**config.mk**
```make
export PLATFORM = sky130hd
export DESIGN_NAME = cmv300_frame_sequencer_flat
export DESIGN_NICKNAME = d
export VERILOG_FILES = /design/src/rtl/cmv300_frame_sequencer_if.sv /design/src/rtl/cmv300_frame_sequencer.sv /design/src/flat_wrapper.sv
export SDC_FILE = /design/constraint.sdc
export NUM_CORES = 1
export LEC_CHECK = 0
export ABC_AREA = 1
export CAP_MARGIN = 0
export CORE_MARGIN = 2
export CORE_UTILIZATION = 35
export CTS_CLUSTER_DIAMETER = 120
export DETAILED_ROUTE_END_ITERATION = 8
export PLACE_DENSITY = 0.59
export SYNTH_ARGS = -nofsm -noshare
export SYNTH_HDL_FRONTEND = slang
export SYNTH_SLANG_ARGS = --single-unit
```
**constraint.sdc**
```tcl
create_clock -name i_clk -period 2.15 [get_ports i_clk]
set_clock_uncertainty 0.15 [all_clocks]
set_input_delay 0.215 -clock i_clk [delete_from_list [all_inputs] [get_ports i_clk]]
set_output_delay 0.215 -clock i_clk [all_outputs]
set_load 0.02 [all_outputs]
```
**src/rtl/cmv300_frame_sequencer_if.sv**
```systemverilog
// Signal bundle between the capture controller and the CMV300 frame sequencer.
// i_start is a one-cycle request: taken at once in IDLE, otherwise held one-deep until
// the sequencer returns to IDLE. i_fifo_ready is a level, sampled every cycle while waiting.
interface cmv300_frame_sequencer_if;
  logic       i_start;
  logic       i_fifo_ready;
  logic       i_lval_async;
  logic       o_frame_req;
  logic       o_pad_en;
  logic       o_busy;
  logic       o_done;
  logic       o_timeout;
  logic [8:0] o_line_count;
  logic       o_start_pending;
  logic [2:0] dbg_state;

  modport master (
    output i_start, i_fifo_ready, i_lval_async,
    input  o_frame_req, o_pad_en, o_busy, o_done, o_timeout, o_line_count, o_start_pending,
    input  dbg_state
  );

  modport slave (
    input  i_start, i_fifo_ready, i_lval_async,
    output o_frame_req, o_pad_en, o_busy, o_done, o_timeout, o_line_count, o_start_pending,
    output dbg_state
  );
endinterface

```
**src/rtl/cmv300_frame_sequencer.sv**
```systemverilog
// One-capture-per-request frame sequencer for the CMV300 path, entirely in the i_clk domain.
// Lines are counted from synchronised LVAL falling edges; a single 24-bit timer guards every wait.
module cmv300_frame_sequencer #(
  parameter int          LINES_PER_FRAME  = 488,
  parameter int          FRAME_REQ_CYCLES = 4,
  parameter int          PAD_CYCLES       = 192,
  parameter logic [23:0] TIMEOUT_CYCLES   = 24'd4000000,
  parameter int          SYNC_STAGES      = 2
) (
  input logic i_clk,
  input logic line_counter_rst,
  cmv300_frame_sequencer_if.slave bus
);
  typedef enum logic [2:0] {
    IDLE      = 3'd0,
    WAIT_FIFO = 3'd1,
    REQ       = 3'd2,
    ACTIVE    = 3'd3,
    PAD       = 3'd4,
    DONE      = 3'd5
  } state_t;

  localparam logic [23:0] REQ_LAST = 24'(FRAME_REQ_CYCLES - 1);
  localparam logic [23:0] PAD_LAST = 24'(PAD_CYCLES - 1);
  localparam logic [23:0] TO_LAST  = TIMEOUT_CYCLES - 24'd1;
  localparam logic [8:0]  LINES    = 9'(LINES_PER_FRAME);

  state_t                 state, state_n;
  logic [SYNC_STAGES-1:0] sync;
  logic                   lval_prev;
  logic                   line_end;
  logic [23:0]            timer;
  logic [8:0]             line_count;
  logic                   pending;
  logic                   timeout_q;
  logic                   timer_expired;
  logic                   line_accept;
  logic                   count_clear;
  logic                   fire_timeout;

  always_ff @(posedge i_clk or posedge line_counter_rst) begin
    if (line_counter_rst) begin
      sync      <= '0;
      lval_prev <= 1'b0;
    end else begin
      sync      <= {sync[SYNC_STAGES-2:0], bus.i_lval_async};
      lval_prev <= sync[SYNC_STAGES-1];
    end
  end

  assign line_end = lval_prev & ~sync[SYNC_STAGES-1];

  always_comb begin
    state_n       = state;
    timer_expired = (timer == TO_LAST);
    line_accept   = 1'b0;
    count_clear   = 1'b0;
    fire_timeout  = 1'b0;
    case (state)
      IDLE: begin
        if (bus.i_start || pending) state_n = WAIT_FIFO;
      end
      WAIT_FIFO: begin
        if (timer_expired) begin
          fire_timeout = 1'b1;
          state_n      = IDLE;
        end else if (bus.i_fifo_ready) begin
          count_clear = 1'b1;
          state_n     = REQ;
        end
      end
      REQ: begin
        if (timer_expired) begin
          fire_timeout = 1'b1;
          state_n      = IDLE;
        end else if (timer == REQ_LAST) begin
          state_n = ACTIVE;
        end
      end
      ACTIVE: begin
        // A line edge landing on the expiry cycle still counts and reloads the timer.
        if (line_end) begin
          line_accept = 1'b1;
          if (line_count >= LINES - 9'd1) state_n = PAD;
        end else if (timer_expired) begin
          fire_timeout = 1'b1;
          state_n      = IDLE;
        end
      end
      PAD: begin
        if (timer == PAD_LAST) state_n = DONE;
      end
      DONE:    state_n = IDLE;
      default: state_n = IDLE;
    endcase
  end

  always_ff @(posedge i_clk or posedge line_counter_rst) begin
    if (line_counter_rst) begin
      state      <= IDLE;
      timer      <= '0;
      line_count <= '0;
      pending    <= 1'b0;
      timeout_q  <= 1'b0;
    end else begin
      state     <= state_n;
      timeout_q <= fire_timeout;
      if (state_n != state || line_accept) timer <= '0;
      else                                 timer <= timer + 24'd1;
      if (count_clear)                                 line_count <= '0;
      else if (line_accept && line_count < LINES)      line_count <= line_count + 9'd1;
      // A start arriving while busy (including the DONE cycle) waits for the next IDLE.
      if (state == IDLE && (bus.i_start || pending))   pending <= 1'b0;
      else if (bus.i_start)                            pending <= 1'b1;
    end
  end

  assign bus.o_frame_req     = (state == REQ);
  assign bus.o_pad_en        = (state == PAD);
  assign bus.o_busy          = (state != IDLE);
  assign bus.o_done          = (state == DONE);
  assign bus.o_timeout       = timeout_q;
  assign bus.o_line_count    = line_count;
  assign bus.o_start_pending = pending;
  assign bus.dbg_state       = state;
endmodule

```
**src/flat_wrapper.sv**
```systemverilog
// flat-port wrapper written by rule: the top's interface ports become plain ports
module cmv300_frame_sequencer_flat 
#(
  parameter int          LINES_PER_FRAME  = 488,
  parameter int          FRAME_REQ_CYCLES = 4,
  parameter int          PAD_CYCLES       = 192,
  parameter logic [23:0] TIMEOUT_CYCLES   = 24'd4000000,
  parameter int          SYNC_STAGES      = 2
)
  (i_clk, line_counter_rst, bus_i_start, bus_i_fifo_ready, bus_i_lval_async, bus_o_frame_req, bus_o_pad_en, bus_o_busy, bus_o_done, bus_o_timeout, bus_o_line_count, bus_o_start_pending, bus_dbg_state);
  cmv300_frame_sequencer_if bus_i ();
  input logic i_clk;
  input logic line_counter_rst;
  input wire logic [$bits(bus_i.i_start)-1:0] bus_i_start;
  input wire logic [$bits(bus_i.i_fifo_ready)-1:0] bus_i_fifo_ready;
  input wire logic [$bits(bus_i.i_lval_async)-1:0] bus_i_lval_async;
  output wire logic [$bits(bus_i.o_frame_req)-1:0] bus_o_frame_req;
  output wire logic [$bits(bus_i.o_pad_en)-1:0] bus_o_pad_en;
  output wire logic [$bits(bus_i.o_busy)-1:0] bus_o_busy;
  output wire logic [$bits(bus_i.o_done)-1:0] bus_o_done;
  output wire logic [$bits(bus_i.o_timeout)-1:0] bus_o_timeout;
  output wire logic [$bits(bus_i.o_line_count)-1:0] bus_o_line_count;
  output wire logic [$bits(bus_i.o_start_pending)-1:0] bus_o_start_pending;
  output wire logic [$bits(bus_i.dbg_state)-1:0] bus_dbg_state;
  assign bus_i.i_start = bus_i_start;
  assign bus_i.i_fifo_ready = bus_i_fifo_ready;
  assign bus_i.i_lval_async = bus_i_lval_async;
  assign bus_o_frame_req = bus_i.o_frame_req;
  assign bus_o_pad_en = bus_i.o_pad_en;
  assign bus_o_busy = bus_i.o_busy;
  assign bus_o_done = bus_i.o_done;
  assign bus_o_timeout = bus_i.o_timeout;
  assign bus_o_line_count = bus_i.o_line_count;
  assign bus_o_start_pending = bus_i.o_start_pending;
  assign bus_dbg_state = bus_i.dbg_state;
  cmv300_frame_sequencer #(.LINES_PER_FRAME(LINES_PER_FRAME), .FRAME_REQ_CYCLES(FRAME_REQ_CYCLES), .PAD_CYCLES(PAD_CYCLES), .TIMEOUT_CYCLES(TIMEOUT_CYCLES), .SYNC_STAGES(SYNC_STAGES)) u_core (.i_clk(i_clk), .line_counter_rst(line_counter_rst), .bus(bus_i));
endmodule
```
After elaboration in Yosys (flattened, before gate mapping):

Cells that the tools add are included.

* ROM bits: 0
* output and inout bits: 18
* memories: 0
* bits of input ports: 5
* bits in registers: 41
* bits in latches: 0
* logic and storage cells: 54
* bits in writable memories: 0

* shift operators: 0
* bitwise logic cells: 2
* multiply operators: 0
* eq/ne operators: 9
* muxes and demuxes: 23
* divide/modulo/power cells: 0
* reductions and logical operators: 9
* order comparisons: 2
* $add $sub $neg: 2

Operator list (count)
* two-way mux 3 bit: 9
* adder 24 x 1 -> 24 bit, second input constant: 1
* == test 24 x 2 -> 1 bit, second input constant: 1
* == test 24 x 22 -> 1 bit, second input constant: 1
* == test 24 x 8 -> 1 bit, second input constant: 1
* two-way mux 24 bit: 1
* two-way mux 9 bit: 2
* case mux 3 bit (5 select lines): 1
* adder 9 x 1 -> 9 bit, second input constant: 1
* >= comparator 9 bit, second input constant: 1
* less-than comparator 9 bit, second input constant: 1
* two-way mux 1 bit: 9
* == test 3 x 2 -> 1 bit, second input constant: 2
* == test 3 bit, second input constant: 2
* nonzero test 2 bit: 2
* == test 3 x 1 -> 1 bit, second input constant: 1
* zero test 3 bit: 1
* inequality test 3 bit: 1
* nonzero test 3 bit: 1
* logical AND 1 bit: 2
* logical OR 1 bit: 2
* case mux 1 bit (2 select lines): 1
* OR reduction 2 bit: 1
* AND 1 bit: 1
* inverter 1 bit: 1

Depth between registers and ports, before layout:

* word-level depth: 7
* mapped depth: 14
* depth with buffers taken out: 13

Worst setup path before layout:

No wires, ideal clock.

* path type: register to register
* start point: register u_core.line_count[0] (netlist: u_core.bus.o_line_count[0])
* end point: register u_core.timer[16]
* stages on the path, launching flop included: 14
* buffers on the path: 1
* clock period less this slack: 1968 ps
* setup time: 128 ps
* data arrival time: 1690 ps
* setup slack: 182 ps
* data required time: 1872 ps
* cell sequence: dfrtp_1 ha_1 nand2_1 nand3_1 inv_1 a21oi_1 nor2_1 nand2_1 nand3_2 nand2_2 nand2_2 nand2_4 buf_12 nor2_4

* longest elaborated chain between the ends: 7

Ends and longest elaborated chain
* from (decl): line cmv300_frame_sequencer.sv:33 `logic [8:0] line_count;`
* from (signal assigned): line cmv300_frame_sequencer.sv:111 `else if (line_accept && line_count < LINES) line_count <= line_count + 9'd1;`
* >= comparator 9 bit: line cmv300_frame_sequencer.sv:84 `if (line_count >= LINES - 9'd1) state_n = PAD;`
* two-way mux 3 bit: line cmv300_frame_sequencer.sv:84
* two-way mux 3 bit: line cmv300_frame_sequencer.sv:82 `if (line_end) begin`
* case mux 3 bit (5 select lines): line cmv300_frame_sequencer.sv:59 `case (state)`
* via u_core.state_n[0]: line cmv300_frame_sequencer.sv:28 `state_t state, state_n;`
* inequality test 3 bit: line cmv300_frame_sequencer.sv:108 `if (state_n != state || line_accept) timer <= '0;`
* logical OR 1 bit: line cmv300_frame_sequencer.sv:108
* two-way mux 24 bit: line cmv300_frame_sequencer.sv:108
* to (signal assigned): line cmv300_frame_sequencer.sv:109 `else timer <= timer + 24'd1;`
* to (decl): line cmv300_frame_sequencer.sv:32 `logic [23:0] timer;`

The timed path passes the listed nets, and every way through them passes these cells.
A chain may end at the register's enable or synchronous reset.

Worst setup path in the final report:

* start point: register u_core.line_count[1] (netlist: u_core.bus.o_line_count[1])
* end point: register u_core.timer[2]

* longest elaborated chain between the ends: 7

Ends and longest elaborated chain (line)
* >= comparator 9 bit: cmv300_frame_sequencer.sv:84
* two-way mux 3 bit: cmv300_frame_sequencer.sv:84
* two-way mux 3 bit: cmv300_frame_sequencer.sv:82
* case mux 3 bit (5 select lines): cmv300_frame_sequencer.sv:59
* inequality test 3 bit: cmv300_frame_sequencer.sv:108
* logical OR 1 bit: cmv300_frame_sequencer.sv:108
* two-way mux 24 bit: cmv300_frame_sequencer.sv:108

No other way between the ends.

==> impl_metrics.tcl <==
set metrics [dict create \
    rows 30 \
    cp-start-kind "register" \
    worstPathMaxFanout 13 \
    cp-end-kind "register" \
    reg2reg_depth 13 \
    finalNonFillerCells 429 \
    ys_ff_latch 41 \
    crit_cells 13 \
    drt_iter0_drc 63 \
    place_inst 419 \
    finalHoldViolCount 0 \
    synth.distinct_cells 28 \
    design_power_total_mw 1.88 \
    power_density_mw_per_mm2 629 \
    grt_overflow 0 \
    swShare 0.319 \
    outcome "finished clean" \
    worst_slack_ps 174 \
    grt_util_all_layers 0.140 \
    min_period_ps 1980 \
    crit_path_top_delay_cell "dfrtp_1" \
    grt_pass1_wl_um 8470 \
    post-place-ws_ps 99.6 \
    start_util 0.360 \
    cpLargestDelayFamily "simple AND/OR/NAND/NOR gates" \
    cts_root_buffer "clkbuf_8" \
    design_area_sq_mm 0.00298 \
    hold_buffers 0 \
    pwr-share-clk 0.253 \
    final-setup-viol-count 0 \
    via_count 1938 \
    path_cells "ha_2 -> nand2_1 -> nand3_1 -> inv_1 -> a21oi_1 -> nor2_1 -> nand2_2 -> nand3_1 -> nand2_1 -> nor2_2 -> nand2_4 -> buf_12 -> nor2_1" \
    peakVddDrop_mv 0.258 \
    arrival_ps 2050 \
    slew_violations 0 \
    wl_per_cell_um 11.6 \
    pwr-share-comb 0.251 \
    nets 341 \
    path_clk_slew_ps 80 \
    tritoncts "done" \
    port_buffers 22 \
    worstMarginPinSlew_ps 741 \
    clock-sinks 41 \
    postPlaceCellArea_sq_mm 0.00286 \
    critPathBufInv 2 \
    r2r_slack_ps 170 \
    internal-power_mw 1.28 \
    p_leak_nw 1.40 \
    hpwl_um 3820 \
    hold_class "in2async" \
    dr.pass1.iters 4 \
    drv_cap 0 \
    fmax_mhz 506 \
    seqPwrFrac 0.496 \
    synth_warnings 0 \
    detail-route-antenna-nets 0 \
    avgSynthCellArea_sq_um 8.35 \
    max_stage_delay_ps 420 \
    gp_congestion 0.806 \
    maxSlewHeadroom 0.506 \
    final_util 0.439 \
    die_h_um 87.6 \
    drive_above_1_share 0.189 \
    worstSkewPairLatency_ps 290 \
    die-width_um 87.6 \
    timing.hold.ws_ps 201 \
    ys_seq_area_frac 0.419 \
    criticalPathCategory "reg2reg" \
    syn_area_sq_mm 0.00245 \
    cts_buffers 5 \
    viasPerCell 4.52 \
    pin_count 23 \
    drc_errors 0 \
    placeableCoreArea_sq_mm 0.00679 \
    worstPathRequired_ps 2220 \
    wl_um 4970 \
    grt_antenna_before_repair 0 \
    synth_fp_nets 300 \
    rsz0062_at_grt "false" \
    htreeDepth 2 \
    synth_cells 293 \
    grt_max_degree 18 \
    clk_path_buf_depth 2 \
    finalSetupTns_ps 0 \
    grt_pass1_vias 1875 \
    post-route-period-util 0.919 \
    p_switching_mw 0.598 \
    die-area_sq_mm 0.00767 \
    area_growth_pct 21.9 \
    n_antenna_cell 0 \
]
synthesized netlist by cell type, drive strengths merged:
library cell  instances  area [sq um]
nor2                 74           459
nand2                57           234
inv                  42           158
dfrtp                41          1030
nand3                16           110
xor2                 12           105
o21ai                10          50.0
nand4                 8          50.1
nor3                  8          40.0
xnor2                 8          70.1
a21oi                 6          30.0
buf                   3          45.0
ha                    2          25.0
o22ai                 2          12.5
a22oi                 1          7.51
nor3b                 1          7.51
nor4                  1          6.26
o211a                 1          10.0
routing by layer:
metal	track usage	share of wire
met1	0.190	0.49
met2	0.229	0.46
met3	0.0302	0.032
met4	0.0350	0.012
met5	0	0
registers in the layout (all words and copies together), names as in the netlist:
register and cells:
u_core.lval_prev 1, u_core.sync 2, u_core.timer 24, u_core.bus.o_start_pending 1
u_core.bus.o_line_count 9, u_core.bus.o_timeout 1, u_core.bus.dbg_state 3
cell type report:
class / count / area [sq um]
repair buffers: 37 / 378
clock inverters: 1 / 5.00
flip-flops and latches: 41 / 1030
multi-input cells: 207 / 1230
clock buffers: 5 / 68.8
inverters: 42 / 158
well taps: 96 / 120
fillers: 688 / 3810
path summary, 6_finish.rpt:
path | startpoint | to
setup / recovery | u_core.bus.o_line_count[1]$_DFFE_PP0P_ | u_core.timer[2]$_DFF_PP0_
hold / removal | line_counter_rst | u_core.bus.o_line_count[0]$_DFFE_PP0P_
setup reg to reg | u_core.bus.o_line_count[1]$_DFFE_PP0P_ | u_core.timer[2]$_DFF_PP0_
hold reg to reg | u_core.sync[0]$_DFF_PP0_ | u_core.sync[1]$_DFF_PP0_
max in group asynchronous | line_counter_rst | u_core.timer[15]$_DFF_PP0_
min in group i_clk | u_core.sync[0]$_DFF_PP0_ | u_core.sync[1]$_DFF_PP0_
power by group through the flow:
stage / Sequential, mW / Clock, mW / Combinational [mW]
6_report: 0.931 / 0.475 / 0.471
5_1_grt: 0.946 / 0.525 / 0.524
4_1_cts: 0.931 / 0.494 / 0.450
3_5_place_dp: 0.947 / 0 / 0.450
3_3_place_gp: 0.945 / 0 / 0.437
2_1_floorplan: 0.988 / 0 / 0.227
cell usage in the layout, fill, tap and decap left out:
cell             instances
nor3_1                   8
nand3_2                  1
xnor2_1                  8
nor2_1                  46
nor2_4                  20
nand3_1                 13
o22ai_1                  2
nor4_1                   1
nand2_1                 50
buf_4                   12
inv_1                   40
nand4_1                  8
a21oi_1                  6
nor2_2                   7
clkbuf_8                 5
o21ai_0                  9
nand2_4                  1
nand3_4                  2
dfrtp_1                 41
nand2_2                  6
dlymetal6s2s_1           3
nor3b_1                  1
a22oi_1                  1
clkinv_2                 1
o21ai_1                  1
o211a_1                  1
clkdlybuf4s50_1         19
inv_2                    2
xor2_1                  12
nor2_8                   1
buf_12                   3
ha_2                     2
cells by family (layout without fill, tap and decap cells):
kind of cell	count (synthesis)	in the layout	share of synthesized area
AO/OA/AOI/OAI	20	20	0.0450
XOR/XNOR	20	20	0.0716
adder cells (fa/ha/maj)	2	2	0.0102
buffers and inverters	45	85	0.0829
flip-flops	41	41	0.419
AND/OR/NAND/NOR	165	165	0.371
repair_timing:
item / in CTS / in global routing
hold endpoints to repair: 0 / 0
buffers inserted: 0 / 4
setup endpoints to repair: 0 / 27
resized for setup: 0 / 7
(Power assumes the default switching activity.)
